### src/rtl/instr_pkg.sv
// Shared encodings, ALU opcodes, condition codes, flag indices, FSM states
// and the instruction decoder used by instr_ctrl.
package instr_pkg;

  localparam logic [3:0] OP_REG   = 4'h0;
  localparam logic [3:0] OP_ANDI  = 4'h1;
  localparam logic [3:0] OP_ORI   = 4'h2;
  localparam logic [3:0] OP_XORI  = 4'h3;
  localparam logic [3:0] OP_HALT  = 4'h4;
  localparam logic [3:0] OP_ADDI  = 4'h5;
  localparam logic [3:0] OP_SUBI  = 4'h9;
  localparam logic [3:0] OP_CMPI  = 4'hB;
  localparam logic [3:0] OP_BCOND = 4'hC;
  localparam logic [3:0] OP_MOVI  = 4'hD;
  localparam logic [3:0] OP_LUI   = 4'hF;

  localparam logic [3:0] EXT_NOP = 4'h0;
  localparam logic [3:0] EXT_ADD = 4'h5;
  localparam logic [3:0] EXT_SUB = 4'h9;
  localparam logic [3:0] EXT_CMP = 4'hB;

  localparam logic [4:0] ALU_NOP = 5'h00;
  localparam logic [4:0] ALU_AND = 5'h01;
  localparam logic [4:0] ALU_OR  = 5'h02;
  localparam logic [4:0] ALU_XOR = 5'h03;
  localparam logic [4:0] ALU_ADD = 5'h05;
  localparam logic [4:0] ALU_SUB = 5'h09;
  localparam logic [4:0] ALU_CMP = 5'h0B;
  localparam logic [4:0] ALU_MOV = 5'h0D;

  localparam logic [3:0] COND_EQ = 4'h0;
  localparam logic [3:0] COND_NE = 4'h1;
  localparam logic [3:0] COND_CS = 4'h2;
  localparam logic [3:0] COND_CC = 4'h3;
  localparam logic [3:0] COND_HI = 4'h4;
  localparam logic [3:0] COND_LS = 4'h5;
  localparam logic [3:0] COND_GT = 4'h6;
  localparam logic [3:0] COND_LE = 4'h7;
  localparam logic [3:0] COND_FS = 4'h8;
  localparam logic [3:0] COND_FC = 4'h9;
  localparam logic [3:0] COND_LO = 4'hA;
  localparam logic [3:0] COND_HS = 4'hB;
  localparam logic [3:0] COND_LT = 4'hC;
  localparam logic [3:0] COND_GE = 4'hD;
  localparam logic [3:0] COND_UC = 4'hE;
  localparam logic [3:0] COND_NV = 4'hF;

  localparam int FLAG_C = 4;
  localparam int FLAG_L = 3;
  localparam int FLAG_F = 2;
  localparam int FLAG_Z = 1;
  localparam int FLAG_N = 0;

  typedef enum logic [1:0] {
    ST_FETCH  = 2'd0,
    ST_DECODE = 2'd1,
    ST_EXEC   = 2'd2,
    ST_HALT   = 2'd3
  } state_e;

  typedef struct packed {
    logic [3:0]  rdest;
    logic [3:0]  rsrc;
    logic [15:0] imm;
    logic        imm_s;
    logic [4:0]  opcode;
    logic        en;
    logic        cap_flags;
    logic        is_bcond;
    logic        is_halt;
  } dec_t;

  // Anything not matched below leaves the all-zero controls, i.e. a NOP.
  function automatic dec_t decode_instr(input logic [15:0] ir);
    dec_t       d;
    logic [3:0] op;
    logic [3:0] ext;
    logic [7:0] imm8;
    op      = ir[15:12];
    ext     = ir[7:4];
    imm8    = ir[7:0];
    d       = '0;
    d.rdest = ir[11:8];
    d.rsrc  = ir[3:0];
    case (op)
      OP_REG: begin
        d.opcode    = {1'b0, ext};
        d.en        = (ext != EXT_NOP) && (ext != EXT_CMP);
        d.cap_flags = (ext == EXT_ADD) || (ext == EXT_SUB) || (ext == EXT_CMP);
      end
      OP_ANDI, OP_ORI, OP_XORI, OP_MOVI: begin
        d.opcode = {1'b0, op};
        d.imm_s  = 1'b1;
        d.imm    = {8'h00, imm8};
        d.en     = 1'b1;
      end
      OP_ADDI, OP_SUBI, OP_CMPI: begin
        d.opcode    = {1'b0, op};
        d.imm_s     = 1'b1;
        d.imm       = {{8{imm8[7]}}, imm8};
        d.en        = (op != OP_CMPI);
        d.cap_flags = 1'b1;
      end
      OP_LUI: begin
        d.opcode = ALU_MOV;
        d.imm_s  = 1'b1;
        d.imm    = {imm8, 8'h00};
        d.en     = 1'b1;
      end
      OP_BCOND: d.is_bcond = 1'b1;
      OP_HALT:  d.is_halt  = (ext == EXT_NOP);
      default:  ;
    endcase
    return d;
  endfunction

endpackage

### src/rtl/cond_eval.sv
// Branch condition evaluator: maps a 4-bit condition code and the latched
// {C,L,F,Z,N} flags to a taken bit. Purely combinational.
module cond_eval
  import instr_pkg::*;
(
  input  logic [3:0] cond,
  input  logic [4:0] flags,
  output logic       taken
);

  logic c_f, l_f, f_f, z_f, n_f;

  assign c_f = flags[FLAG_C];
  assign l_f = flags[FLAG_L];
  assign f_f = flags[FLAG_F];
  assign z_f = flags[FLAG_Z];
  assign n_f = flags[FLAG_N];

  always_comb begin
    taken = 1'b0;
    case (cond)
      COND_EQ: taken = z_f;
      COND_NE: taken = !z_f;
      COND_CS: taken = c_f;
      COND_CC: taken = !c_f;
      COND_HI: taken = l_f;
      COND_LS: taken = !l_f;
      COND_GT: taken = n_f;
      COND_LE: taken = !n_f;
      COND_FS: taken = f_f;
      COND_FC: taken = !f_f;
      COND_LO: taken = !l_f && !z_f;
      COND_HS: taken = l_f || z_f;
      COND_LT: taken = !n_f && !z_f;
      COND_GE: taken = n_f || z_f;
      COND_UC: taken = 1'b1;
      COND_NV: taken = 1'b0;
      default: taken = 1'b0;
    endcase
  end

endmodule

### src/rtl/instr_ctrl.sv
// Fetch/decode/execute controller driving the register-file/ALU datapath.
// Define INSTR_CTRL_BRANCH_EN to build conditional branches (cond_eval).
module instr_ctrl
  import instr_pkg::*;
#(
  parameter logic [15:0] RESET_PC = 16'h0000
) (
  input  logic        Clk,
  input  logic        Rst,
  output logic        instr_req,
  output logic [15:0] instr_addr,
  input  logic        instr_ack,
  input  logic [15:0] instr_data,
  output logic [3:0]  RdestRegLoc,
  output logic [3:0]  RsrcRegLoc,
  output logic [15:0] Imm,
  output logic        Imm_s,
  output logic [4:0]  OpCode,
  output logic        En,
  input  logic [4:0]  Flags,
  output logic [15:0] pc,
  output logic        halted,
  output logic [1:0]  dbg_state,
  output logic [4:0]  dbg_flags
);

  state_e      state_q, state_d;
  logic [15:0] ir_q, ir_d;
  logic [15:0] pc_q, pc_d;
  logic [4:0]  flags_q, flags_d;
  logic [3:0]  rdest_q, rdest_d;
  logic [3:0]  rsrc_q, rsrc_d;
  logic [15:0] imm_q, imm_d;
  logic        imm_s_q, imm_s_d;
  logic [4:0]  opcode_q, opcode_d;
  logic        en_q, en_d;
  logic        halted_q, halted_d;
  logic [15:0] next_pc;
  dec_t        dec;

  assign dec = decode_instr(ir_q);

`ifdef INSTR_CTRL_BRANCH_EN
  logic cond_taken;

  cond_eval u_cond_eval (
    .cond  (ir_q[11:8]),
    .flags (flags_q),
    .taken (cond_taken)
  );

  assign next_pc = (dec.is_bcond && cond_taken) ? pc_q + {{8{ir_q[7]}}, ir_q[7:0]}
                                                : pc_q + 16'd1;
`else
  assign next_pc = pc_q + 16'd1;
`endif

  // Fetch handshake: instr_req is high for every FETCH cycle with instr_addr
  // held at pc; the word transfers on the first edge where instr_ack is also
  // high. instr_ack in any other state is ignored.
  always_comb begin
    state_d  = state_q;
    ir_d     = ir_q;
    pc_d     = pc_q;
    flags_d  = flags_q;
    rdest_d  = rdest_q;
    rsrc_d   = rsrc_q;
    imm_d    = imm_q;
    imm_s_d  = imm_s_q;
    opcode_d = opcode_q;
    en_d     = 1'b0;
    halted_d = halted_q;
    case (state_q)
      ST_FETCH: begin
        if (instr_ack) begin
          ir_d    = instr_data;
          state_d = ST_DECODE;
        end
      end
      ST_DECODE: begin
        rdest_d  = dec.rdest;
        rsrc_d   = dec.rsrc;
        imm_d    = dec.imm;
        imm_s_d  = dec.imm_s;
        opcode_d = dec.opcode;
        en_d     = dec.en;
        state_d  = ST_EXEC;
      end
      ST_EXEC: begin
        if (dec.cap_flags) flags_d = Flags;
        pc_d = next_pc;
        if (dec.is_halt) begin
          state_d  = ST_HALT;
          halted_d = 1'b1;
        end else begin
          state_d = ST_FETCH;
        end
      end
      ST_HALT: ;
      default: state_d = ST_FETCH;
    endcase
  end

  always_ff @(posedge Clk) begin
    if (!Rst) begin
      state_q  <= ST_FETCH;
      ir_q     <= 16'h0000;
      pc_q     <= RESET_PC;
      flags_q  <= 5'b0;
      rdest_q  <= 4'h0;
      rsrc_q   <= 4'h0;
      imm_q    <= 16'h0000;
      imm_s_q  <= 1'b0;
      opcode_q <= 5'h00;
      en_q     <= 1'b0;
      halted_q <= 1'b0;
    end else begin
      state_q  <= state_d;
      ir_q     <= ir_d;
      pc_q     <= pc_d;
      flags_q  <= flags_d;
      rdest_q  <= rdest_d;
      rsrc_q   <= rsrc_d;
      imm_q    <= imm_d;
      imm_s_q  <= imm_s_d;
      opcode_q <= opcode_d;
      en_q     <= en_d;
      halted_q <= halted_d;
    end
  end

  assign instr_req   = (state_q == ST_FETCH);
  assign instr_addr  = pc_q;
  assign pc          = pc_q;
  assign RdestRegLoc = rdest_q;
  assign RsrcRegLoc  = rsrc_q;
  assign Imm         = imm_q;
  assign Imm_s       = imm_s_q;
  assign OpCode      = opcode_q;
  assign En          = en_q;
  assign halted      = halted_q;
  assign dbg_state   = state_q;
  assign dbg_flags   = flags_q;

endmodule
### config.mk
export PLATFORM = sky130hd
export DESIGN_NAME = instr_ctrl
export DESIGN_NICKNAME = d
export VERILOG_FILES = /design/src/rtl/instr_pkg.sv /design/src/rtl/cond_eval.sv /design/src/rtl/instr_ctrl.sv
export SDC_FILE = /design/constraint.sdc
export NUM_CORES = 1
export LEC_CHECK = 0
export ABC_AREA = 1
export BUFFER_PORTS_ARGS = -buffer_cell sky130_fd_sc_hd__buf_2
export CORE_ASPECT_RATIO = 0.9
export CORE_MARGIN = 2
export CORE_UTILIZATION = 45
export DETAILED_ROUTE_END_ITERATION = 10
export PLACE_DENSITY = 0.77
export SLEW_MARGIN = 20
export SYNTH_ARGS = -nofsm -noshare
export SYNTH_HDL_FRONTEND = slang
export SYNTH_HIERARCHICAL = 1
export SYNTH_SLANG_ARGS = --single-unit
### constraint.sdc
create_clock -name Clk -period 2.58 [get_ports Clk]
set_input_delay 0.258 -clock Clk [delete_from_list [all_inputs] [get_ports Clk]]
set_output_delay 0.258 -clock Clk [all_outputs]
set_load 0.01 [all_outputs]
# ---- Yosys cells after proc, flatten, opt, wreduce, memory -nomap -nowiden
# Cells that the tools add are included.
dict set report classes {
  n_eq_ne 17
  n_addsub 1
  reduce_logical 15
  n_mux 7
}
# cell count
set ops {}
lappend ops {{$pmux 17 s3} 1}
lappend ops {{$eq 4x4->1 const B} 6}
lappend ops {{$pmux 5 s4} 1}
lappend ops {{$add 16x1->16 const B} 1}
lappend ops {{$eq 4x3->1 const B} 3}
lappend ops {{$reduce_and 2->1} 5}
lappend ops {{$eq 4x2->1 const B} 2}
lappend ops {{$logic_not 4->1} 2}
lappend ops {{$ne 4x4->1 const B} 2}
lappend ops {{$pmux 2 s3} 1}
lappend ops {{$eq 4x1->1 const B} 1}
lappend ops {{$mux 2} 2}
lappend ops {{$reduce_bool 4->1} 1}
lappend ops {{$reduce_or 4->1} 1}
lappend ops {{$reduce_bool 3->1} 1}
lappend ops {{$reduce_or 3->1} 1}
lappend ops {{$eq 2x1->1 const B} 1}
lappend ops {{$eq 2x2->1 const B} 1}
lappend ops {{$logic_not 2->1} 1}
lappend ops {{$logic_or 1x1->1} 2}
lappend ops {{$ne 2x1->1 const B} 1}
lappend ops {{$pmux 1 s2} 1}
lappend ops {{$logic_and 1x1->1} 1}
lappend ops {{$mux 1} 1}
dict set report word_totals {
  out_inout_bits 72
  wordCells 51
  inputBits 24
  ff_bits 71
}

# ---- Logic depth before layout (Yosys ltp)
# Gate-level depths: netlist (run 1).
dict set report depth {
  ltp_word 5
  ltp_mapped 10
  depth_no_buf 9
}

# ---- Worst setup path after synthesis (run 1)
# OpenSTA, ideal clock, no wires.
dict set report synth_timing {
  path_kind {reg2reg}
  start {register state_q[1] (netlist: dbg_state[1])}
  end {register imm_q[8] (netlist: Imm[8])}
  period_less_slack_ns 1.473
  setup_time_ns 0.066
  arrival_time_ns 1.407
  n_path_buf 2
  slack_ns 1.107
  path_stages_with_launch 8
  cell_sequence {dfxtp_1 > inv_1 > ha_1 > clkbuf_1 > inv_2 > buf_1 > nand2_1 > a21oi_2}
}
dict set report synth_via {
  elab_chain_cells 1
}
# element line_no
set synth_rtl {}
lappend synth_rtl {{start: declaration} instr_ctrl.sv:27} ;# state_e state_q, state_d;
lappend synth_rtl {{start signal: assignment} instr_ctrl.sv:118} ;# state_q <= state_d;
lappend synth_rtl {{$eq 2x1->1} instr_ctrl.sv:73} ;# case (state_q)
lappend synth_rtl {{end signal: assignment} instr_ctrl.sv:124} ;# imm_q <= imm_d;
lappend synth_rtl {{end: declaration} instr_ctrl.sv:33} ;# logic [15:0] imm_q, imm_d;
# No other way between the ends.
# A chain may end at the register's enable or synchronous reset.

# ---- Worst setup path after layout (run 1)
dict set report layout_timing {
  start {register state_q[0] (netlist: dbg_state[0])}
  end {register ir_q[15]}
}
dict set report layout_via {
  elab_chain_cells 2
}
# element line_no
set layout_rtl {}
lappend layout_rtl {{$logic_not 2->1} instr_ctrl.sv:73}
lappend layout_rtl {{$reduce_and 2->1 (no source line)} n/a}
lappend layout_rtl {{end signal: assignment} instr_ctrl.sv:119} ;# ir_q <= ir_d;
lappend layout_rtl {{end: declaration} instr_ctrl.sv:28} ;# logic [15:0] ir_q, ir_d;
# No other way between the ends.

==> impl_metrics.sql, run 1 <==
INSERT INTO impl_metrics (metric_group, metric, value, unit) VALUES
('routing', 'drt_pre_antenna_iters', '4', ''),
('worst_setup_path', 'path_class', 'reg -> reg', ''),
('timing', 'finalCriticalPeriod', '1526', 'ps'),
('logic_synthesis', 'post_synth.cell_area_avg', '7.302', 'sq um'),
('timing', 'final-hold-violation-count', '0', ''),
('timing', 'setup_viol_count_final', '0', ''),
('clocking', 'cts_sinks', '70', ''),
('die', 'die_w', '92.36', 'um'),
('worst_setup_path', 'crit-reg2reg-capture', 'ir_q[15]', ''),
('logic_synthesis', 'synthesis.instances', '433', ''),
('logic_synthesis', 'portion_of_netlist_area_occupied_by_mux_cells', '0', ''),
('layout', 'layout.cell_area.non_filler', '0.003745', 'sq mm'),
('place', 'dp.final_hpwl', '5.422', 'mm'),
('power', 'power_per_cell_area', '858.7', 'mW/mm^2'),
('timing', 'rsz_0062_raised_after_global_routing', 'no', ''),
('logic_synthesis', 'synth_top_family_by_area', 'simple AND/OR/NAND/NOR gates', ''),
('logic_synthesis', 'ys_ff_latch', '70', ''),
('global_route', 'antenna_violations_before_repair', '0', ''),
('clocking', 'ctsRootBufferMaster', 'sky130_fd_sc_hd__clkbuf_8', ''),
('routing', 'wl_per_cell', '12.37', 'um'),
('die', 'core_area', '0.006691', 'sq mm'),
('status', 'status', 'finished, final reports clean', ''),
('logic_synthesis', 'seq_area_frac_synth', '0.4432', ''),
('logic_synthesis', 'synth.net_count', '462', ''),
('clocking', 'post_cts_buffers', '0', ''),
('power', 'total_power', '3216', 'uW'),
('worst_setup_path', 'timing.critical_path.slowest_cell_delay', '400', 'ps'),
('timing', 'final.setup_skew', '9.431', 'ps'),
('worst_setup_path', 'crit_path_cell_trace', 'inv_1 > ha_1 > nand2_1 > buf_4 > o21ai_0 > a21oi_1', ''),
('global_route', 'gr-total-overflow', '0', ''),
('die', 'die_outline_area', '0.007713', 'sq mm'),
('power', 'switching_power', '1233', 'uW'),
('logic_synthesis', 'synth.area.top_cells', 'sky130_fd_sc_hd__dfxtp_1 44%, sky130_fd_sc_hd__nand2_1 11%, sky130_fd_sc_hd__a21oi_1 7.6%', ''),
('power', 'swShare', '0.3836', ''),
('timing', 'slew_headroom', '0.6615', ''),
('timing', 'max_freq', '655.2', 'MHz'),
('logic_synthesis', 'post_synth_xor_area_fraction', '0.005540', ''),
('routing', 'detail_route.drc_violations', '0', ''),
('worst_setup_path', 'crit-reg2reg-launch', 'dbg_state[0]', ''),
('global_route', 'first_pass_grt_wire_length', '12.41', 'mm'),
('worst_setup_path', 'r2r.worst_path.cells', '6', ''),
('timing', 'timing.final.max_slew_violations', '0', ''),
('die', 'rows', '28', ''),
('place', 'gp_congestion', '0.8590', ''),
('worst_setup_path', 'crit_path_max_fanout', '15', ''),
('timing', 'post-route-period-util', '0.5916', ''),
('worst_setup_path', 'cp_data_arrival_time', '1800', 'ps'),
('logic_synthesis', 'yosys.area_share.simple', '0.2572', ''),
('logic_synthesis', 'netlist-cell-type-count', '35', ''),
('logic_synthesis', 'synthesized_area_fraction_occupied_by_ao_oa_aoi_and_oai_cells', '0.1599', ''),
('routing', 'post_drt_via_cell_ratio', '4.895', ''),
('logic_synthesis', 'post_synth_fa_ha_maj_area_fraction', '0.01979', ''),
('place', 'postPlaceCellArea', '0.003560', 'sq mm'),
('routing', 'routed_wirelength', '7.449', 'mm'),
('clocking', 'clock_pin_slew_on_the_worst_setup_and_hold_paths', '70', 'ps'),
('worst_hold_path', 'timing.hold.worst.class', 'in -> reg', ''),
('worst_setup_path', 'critical_path.startpoint_type', 'flip-flop', ''),
('layout', 'post_route_cells_drive_above_1_share', '0.2754', ''),
('worst_setup_path', 'critical-path-top-delay-family', 'flip-flops', ''),
('clocking', 'cts-hold-fix-buffers', '0', ''),
('worst_setup_path', 'ff2ff_setup_slack', '1050', 'ps'),
('clocking', 'clk-insertion-delay-late', '340', 'ps'),
('clocking', 'postCtsResizedCells', '0', ''),
('run', 'maxCapViolations', '0', ''),
('logic_synthesis', 'synth-warning-count', '6', ''),
('power', 'ir_worst_vdd', '560.1', 'uV'),
('logic_synthesis', 'yosysTopAreaCell', 'sky130_fd_sc_hd__dfxtp_1', ''),
('timing', 'worstMarginPinSlew', '507.0', 'ps'),
('routing', 'initialDrtViolationCount', '123', ''),
('power', 'combinationalPowerShare', '0.307', ''),
('logic_synthesis', 'syn_area', '0.003162', 'sq mm');
==> per-stage QoR <==
| stage | instances | util | hold WS, ps | worst slack (ps) |
|---|---|---|---|---|
| floorplan | 433 | - | 424.7 | 1107 |
| detailed placement | 586 | 0.5320 | 453.2 | 1059 |
| finish | 602 | 0.5596 | 167.0 | 1054 |
| CTS | 602 | 0.5596 | 145.5 | 1042 |
| global placement | 586 | 0.5320 | 447.8 | 1171 |
| global route | 602 | 0.5596 | 172.7 | 875.5 |
==> how the worst max path moves through the flow <==
stage	from	endpoint	cells after the start
2_1_floorplan	dbg_state[1]	Imm[8]	7
3_3_place_gp	dbg_state[0]	instr_addr[14]	9
3_5_place_dp	dbg_state[0]	ir_q[4]	6
4_1_cts	dbg_state[0]	ir_q[4]	6
5_1_grt	dbg_state[0]	ir_q[15]	6
6_report	dbg_state[0]	ir_q[15]	6
==> synth_stat cells, drive strengths merged <==
cell	n
xnor2	1
nand2	98
o2111ai	1
buf	26
ha	5
xor2	1
a21oi	52
conb	1
a211oi	1
o21a	1
nand4	2
nand3	25
inv	38
o22ai	1
dfxtp	70
o21ai	38
nor2	54
a31oi	1
nor3	5
nand3b	1
nor3b	2
clkbuf	9
==> power groups by stage <==
stage               registers, uW  clock network, uW  logic (uW)
finish                       1410                819         987
global route                 1430                889        1110
CTS                          1410                833         995
detailed placement           1430                  0         989
global placement             1430                  0         966
floorplan                    1450                  0         678
==> layout make-up <==
type | instances | area (sq um) | area share
Clock buffer | 11 | 151.4 | 0.04043
Multi-Input combinational cell | 290 | 1403 | 0.3745
Tap cell | 90 | 112.6 | 0.03007
Inverter | 38 | 142.6 | 0.03809
Sequential cell | 70 | 1401 | 0.3742
Timing Repair Buffer | 98 | 500.5 | 0.1336
Clock inverter | 5 | 33.78 | 0.009021
==> worst min-delay path, cell delays in order <==
cell and delay [ps]:
sky130_fd_sc_hd__buf_2 70, sky130_fd_sc_hd__o21ai_0 70, sky130_fd_sc_hd__nor2_1 80
==> metal layers <==
layer  vias up  share of wire  wire length (um)  track usage
met5         -              0                 0            0
met4         0          0.017               125      0.07598
met3        11          0.057               428      0.04065
met2        80           0.45              3374       0.3139
met1      1327           0.47              3521       0.2691
li1       1529              -                 -            -
==> sequential cells by signal (all words and copies together), names as in the netlist <==
name / count
Imm: 16
RsrcRegLoc: 4
ir_q: 16
instr_addr: 16
OpCode: 4
dbg_state: 2
halted: 1
RdestRegLoc: 4
En: 1
dbg_flags: 5
Imm_s: 1
==> logic make-up after synthesis <==
kind of cell / after synthesis
other: 1
DFF: 70
and+or+nand+nor: 187
AOI/OAI and AO/OA: 95
buffers and inverters: 73
xor gates and xnor gates: 2
adders and majority gates: 5
No activity file was read; power rests on OpenSTA's default activity.
==> run 2, diff against run 1 <==
clock period = 1.57 ns   (was 2.58 ns; I/O delays follow)
==> impl_metrics.sql, run 2 (synthesis results as in run 1) <==
INSERT INTO impl_metrics (metric_group, metric, value, unit) VALUES
('status', 'status', 'finished, final reports clean', ''),
('routing', 'detail_route.drc_violations', '0', ''),
('worst_setup_path', 'crit-reg2reg-launch', 'dbg_state[0]', ''),
('routing', 'drt_pre_antenna_iters', '5', ''),
('power', 'ir_worst_vdd', '608.5', 'uV'),
('power', 'power.leakage', '0.001869', 'uW'),
('worst_setup_path', 'worstPathRequired', '1780', 'ps'),
('worst_hold_path', 'worstHoldStart', 'instr_data[11]', ''),
('clocking', 'tritoncts', 'yes', ''),
('die', 'height_of_the_die', '83.52', 'um'),
('clocking', 'clk-insertion-delay-late', '350', 'ps'),
('routing', 'post_drt_via_cell_ratio', '4.903', ''),
('layout', 'fillCellCount', '634', ''),
('routing', 'wl_per_cell', '12.34', 'um'),
('layout', 'area_delta_synth_final', '21.65', '%'),
('clocking', 'clock_pin_slew_on_the_worst_setup_and_hold_paths', '70', 'ps'),
('die', 'number_of_top_level_pins', '96', ''),
('worst_setup_path', 'cp_data_arrival_time', '1680', 'ps'),
('timing', 'final.setup_skew', '7.799', 'ps'),
('worst_hold_path', 'timing.hold.worst.class', 'in -> reg', ''),
('timing', 'rsz_0062_raised_after_global_routing', 'yes', ''),
('timing', 'finalCriticalPeriod', '1462', 'ps'),
('layout', 'area_used_by_multi_input_combinational_logic', '0.001435', 'sq mm'),
('timing', 'max_freq', '683.9', 'MHz'),
('timing', 'post-route-period-util', '0.9314', ''),
('layout', 'post_route_cells_drive_above_1_share', '0.2863', ''),
('power', 'total_power', '5528', 'uW'),
('timing', 'slew_headroom', '0.6402', ''),
('routing', 'final_antenna_net_count', '0', ''),
('worst_setup_path', 'critical_path.startpoint_type', 'flip-flop', ''),
('routing', 'initialDrtViolationCount', '194', ''),
('place', 'gp_congestion', '0.8731', ''),
('layout', 'antenna-diode-count', '0', ''),
('clocking', 'postCtsResizedCells', '0', ''),
('clocking', 'cts_buffer_depth', '2', ''),
('place', 'i_o_buffers', '94', ''),
('die', 'rows', '28', ''),
('clocking', 'post_cts_buffers', '0', ''),
('layout', 'mostFrequentLayoutCells', '94 x sky130_fd_sc_hd__buf_2, 90 x sky130_fd_sc_hd__nand2_1, 70 x sky130_fd_sc_hd__dfxtp_1, 47 x sky130_fd_sc_hd__a21oi_1, 47 x sky130_fd_sc_hd__nor2_1', ''),
('worst_setup_path', 'cp-startpoint', 'dbg_state[0]', ''),
('global_route', 'grt_pass1_vias', '2716', ''),
('run', 'maxCapViolations', '0', ''),
('worst_setup_path', 'worstSetupEndpointType', 'flip-flop', ''),
('die', 'floorplan.initialDensity', '0.4725', ''),
('clocking', 'cts_max_level', '3', ''),
('worst_hold_path', 'min_path_cells', '3', ''),
('clocking', 'ctsRootBufferMaster', 'sky130_fd_sc_hd__clkbuf_8', ''),
('routing', 'routed_wirelength', '7.490', 'mm'),
('global_route', 'antenna_violations_before_repair', '0', ''),
('place', 'dp.final_hpwl', '5.493', 'mm'),
('timing', 'setup_viol_count_final', '0', ''),
('global_route', 'grt_usage', '0.2047', ''),
('clocking', 'cts_made_buffers', '9', ''),
('global_route', 'maximum_number_of_pins_on_one_net_before_global_route_repair', '33', ''),
('routing', 'vias_after_detailed_routing', '2976', ''),
('timing', 'timing.final.max_slew_violations', '0', ''),
('place', 'postPlaceCellArea', '0.003625', 'sq mm'),
('clocking', 'cts-hold-fix-buffers', '0', ''),
('die', 'die_w', '92.36', 'um'),
('worst_setup_path', 'path_class', 'reg -> reg', ''),
('worst_setup_path', 'crit_path_max_fanout', '15', ''),
('clocking', 'cts_sinks', '70', ''),
('die', 'die_outline_area', '0.007713', 'sq mm'),
('layout', 'layout_commonest_cell', 'sky130_fd_sc_hd__buf_2', ''),
('global_route', 'first_pass_grt_wire_length', '12.68', 'mm'),
('layout', 'seq_area', '0.001401', 'sq mm'),
('layout', 'layout.cell_area.non_filler', '0.003846', 'sq mm'),
('power', 'power_per_cell_area', '1437', 'mW/mm^2'),
('die', 'core_area', '0.006691', 'sq mm'),
('timing', 'final-hold-violation-count', '0', ''),
('global_route', 'gr-total-overflow', '0', ''),
('worst_setup_path', 'r2r.worst_path.cells', '7', ''),
('timing', 'worstMarginPinSlew', '539.0', 'ps'),
('layout', 'layout.nets', '543', '');
-- run 2: layout make-up --
cell class	instances	share of cell area
multi-input cells	290	0.3731
flip-flops and latches	70	0.3643
repair buffers	105	0.1470
clock buffers	13	0.04131
inverters	38	0.03709
well taps	90	0.02928
clock inverters	1	0.007807
-- run 2: path summary, 6_finish.rpt --
check	to	slack (ps)
worst max-delay path	instr_addr[4]	110
worst min-delay path	ir_q[11]	60
worst max register to register	instr_addr[4]	110
worst min register to register	halted	450
-- run 2: per-layer routing --
metal	routed length (um)	track usage	vias up
met1	3470	0.2780	1318
li1	-	-	1544
met5	0	0	-
met4	182	0.08684	0
met2	3328	0.3066	95
met3	509	0.05420	19
-- run 2: report_power, final --
group	total, uW	internal (uW)	switching (uW)
Sequential	2310	2060	246
Combinational	1780	654	1130
Clock	1440	805	631
Total	5530	3520	2010
-- run 2: per-stage QoR --
step / std cells / hold slack (ps) / setup TNS [ps] / worst slack (ps) / util
CTS: 607 / 46.36 / 0 / 75.28 / 0.5699
global route: 607 / 63.60 / -33.06 / -33.06 / 0.5748
global placement: 593 / 408.2 / 0 / 186.6 / 0.5417
floorplan: 433 / 323.7 / 0 / 96.71 / -
detailed placement: 593 / 410.5 / 0 / 84.82 / 0.5417
finish: 607 / 55.54 / 0 / 107.8 / 0.5748
-- run 2: worst max-delay path, cell delays in order, from the launching register on --
cell,delay [ps]
sky130_fd_sc_hd__dfxtp_1,410
sky130_fd_sc_hd__inv_1,90
sky130_fd_sc_hd__ha_1,230
sky130_fd_sc_hd__buf_4,200
sky130_fd_sc_hd__nand3_1,120
sky130_fd_sc_hd__inv_1,90
sky130_fd_sc_hd__a21oi_1,130
sky130_fd_sc_hd__a211oi_1,50
==> run 3, diff against run 2 <==
RECOVER_POWER = 25   (was not set)
==> impl_metrics.sql, run 3 (synthesis results as in run 1) <==
INSERT INTO impl_metrics (metric_group, metric, value, unit) VALUES
('routing', 'final_antenna_net_count', '0', ''),
('place', 'dp.final_hpwl', '5.493', 'mm'),
('timing', 'final.setup_skew', '8.342', 'ps'),
('routing', 'initialDrtViolationCount', '203', ''),
('global_route', 'maximum_number_of_pins_on_one_net_before_global_route_repair', '33', ''),
('routing', 'wl_per_cell', '12.46', 'um'),
('global_route', 'first_pass_grt_wire_length', '12.68', 'mm'),
('power', 'total_power', '5508', 'uW'),
('routing', 'drt_pre_antenna_iters', '5', ''),
('layout', 'seq_area', '0.001401', 'sq mm'),
('place', 'placed_cells_incl_taps', '593', ''),
('layout', 'area_used_by_multi_input_combinational_logic', '0.001435', 'sq mm'),
('place', 'gp_congestion', '0.8731', ''),
('worst_setup_path', 'crit-reg2reg-launch', 'dbg_state[0]', ''),
('clocking', 'clock_pin_slew_on_the_worst_setup_and_hold_paths', '70', 'ps'),
('clocking', 'postCtsResizedCells', '0', ''),
('die', 'rows', '28', ''),
('worst_setup_path', 'path_class', 'reg -> reg', ''),
('layout', 'post_layout_nonfiller_instances', '607', ''),
('die', 'floorplan.initialDensity', '0.4725', ''),
('clocking', 'cts_made_buffers', '9', ''),
('global_route', 'grt_usage', '0.2047', ''),
('worst_setup_path', 'crit_path_max_fanout', '15', ''),
('place', 'i_o_buffers', '94', ''),
('timing', 'timing.final.max_slew_violations', '0', ''),
('timing', 'finalCriticalPeriod', '1462', 'ps'),
('clocking', 'cts_sinks', '70', ''),
('power', 'power.leakage', '0.001724', 'uW'),
('layout', 'antenna-diode-count', '0', ''),
('die', 'core_area', '0.006691', 'sq mm'),
('timing', 'max_freq', '684.2', 'MHz'),
('worst_setup_path', 'critical_path.startpoint_type', 'flip-flop', ''),
('run', 'maxCapViolations', '0', ''),
('worst_setup_path', 'worstSetupEndpointType', 'flip-flop', ''),
('power', 'power_per_cell_area', '1448', 'mW/mm^2'),
('routing', 'detail_route.drc_violations', '0', ''),
('die', 'die_outline_area', '0.007713', 'sq mm'),
('global_route', 'grt_pass1_vias', '2716', ''),
('global_route', 'antenna_violations_before_repair', '0', ''),
('layout', 'area_delta_synth_final', '20.30', '%'),
('clocking', 'cts-hold-fix-buffers', '0', ''),
('die', 'number_of_top_level_pins', '96', ''),
('timing', 'whs', '50.29', 'ps'),
('layout', 'mostFrequentLayoutCells', '90 x sky130_fd_sc_hd__nand2_1, 70 x sky130_fd_sc_hd__dfxtp_1, 60 x sky130_fd_sc_hd__buf_2, 47 x sky130_fd_sc_hd__a21oi_1, 47 x sky130_fd_sc_hd__nor2_1', ''),
('timing', 'slew_headroom', '0.6430', ''),
('die', 'die_w', '92.36', 'um'),
('worst_setup_path', 'worstPathRequired', '1790', 'ps'),
('routing', 'routed_wirelength', '7.561', 'mm'),
('worst_setup_path', 'cp-startpoint', 'dbg_state[0]', ''),
('routing', 'post_drt_via_cell_ratio', '4.895', ''),
('layout', 'fillCellCount', '655', ''),
('layout', 'layout.nets', '543', ''),
('power', 'ir_worst_vdd', '609.0', 'uV'),
('worst_setup_path', 'cp_data_arrival_time', '1680', 'ps'),
('routing', 'vias_after_detailed_routing', '2971', ''),
('timing', 'rsz_0062_raised_after_global_routing', 'yes', ''),
('layout', 'layout_commonest_cell', 'sky130_fd_sc_hd__nand2_1', ''),
('status', 'status', 'finished, final reports clean', ''),
('clocking', 'cts_max_level', '3', ''),
('clocking', 'post_cts_buffers', '0', ''),
('timing', 'setup_viol_count_final', '0', ''),
('worst_hold_path', 'timing.hold.worst.class', 'in -> reg', ''),
('timing', 'final-hold-violation-count', '0', ''),
('clocking', 'clk-insertion-delay-late', '350', 'ps'),
('clocking', 'tritoncts', 'yes', ''),
('worst_hold_path', 'worstHoldStart', 'instr_data[11]', ''),
('clocking', 'cts_buffer_depth', '2', ''),
('layout', 'post_route_cells_drive_above_1_share', '0.2205', ''),
('global_route', 'gr-total-overflow', '0', ''),
('clocking', 'ctsRootBufferMaster', 'sky130_fd_sc_hd__clkbuf_8', ''),
('die', 'height_of_the_die', '83.52', 'um'),
('timing', 'post-route-period-util', '0.9309', ''),
('timing', 'worstMarginPinSlew', '534.8', 'ps');
[run 3: cell types whose count changed in the layout (fill, tap and decap cells not counted), sizes merged]
cell,before,now
buf,105,71
clkbuf,13,47
[run 3: power breakdown]
group / switching (uW) / internal, uW / leakage [uW] / total [uW]
clock: 636 / 805 / 0.0000956 / 1440
combinational: 1130 / 622 / 0.00106 / 1760
sequential: 248 / 2060 / 0.000570 / 2310
[run 3: routing by layer]
layer | wire length [um] | up-vias | track usage
met4 | 163 | 0 | 0.08684
li1 | - | 1545 | -
met5 | 0 | - | 0
met1 | 3557 | 1317 | 0.2780
met2 | 3350 | 94 | 0.3066
met3 | 490 | 15 | 0.05420
[run 3: worst max-delay path, stage by stage, from the launching register on]
cell                       delay (ps)
sky130_fd_sc_hd__dfxtp_1          410
sky130_fd_sc_hd__inv_1             90
sky130_fd_sc_hd__ha_1             230
sky130_fd_sc_hd__buf_4            200
sky130_fd_sc_hd__nand3_1          120
sky130_fd_sc_hd__inv_1             90
sky130_fd_sc_hd__a21oi_1          130
sky130_fd_sc_hd__a211oi_1          50
[run 3: final timing paths]
check	cells after the start	end	slack, ps
max reg2reg	7	instr_addr[4]	110
min	3	ir_q[11]	50
min reg2reg	2	halted	460
max	7	instr_addr[4]	110
[run 3: metrics by stage]
step	setup TNS, ps	setup WS [ps]	util	cell area [sq um]
final	0	108.4	0.5684	3804
after global routing	-33.06	-33.06	0.5684	3804
after CTS	0	75.28	0.5699	3814
after detailed placement	0	84.82	0.5417	3625
after global placement	0	186.6	0.5417	3625
after floorplan	0	96.71	-	3162
[run 3: layout make-up]
| class | count | area share |
|---|---|---|
| clock inverter | 1 | 0.007895 |
| multi-input combinational | 290 | 0.3773 |
| clock buffer | 13 | 0.04178 |
| inverter | 38 | 0.03750 |
| sequential | 70 | 0.3684 |
| timing repair buffer | 105 | 0.1375 |
| tap | 90 | 0.02961 |
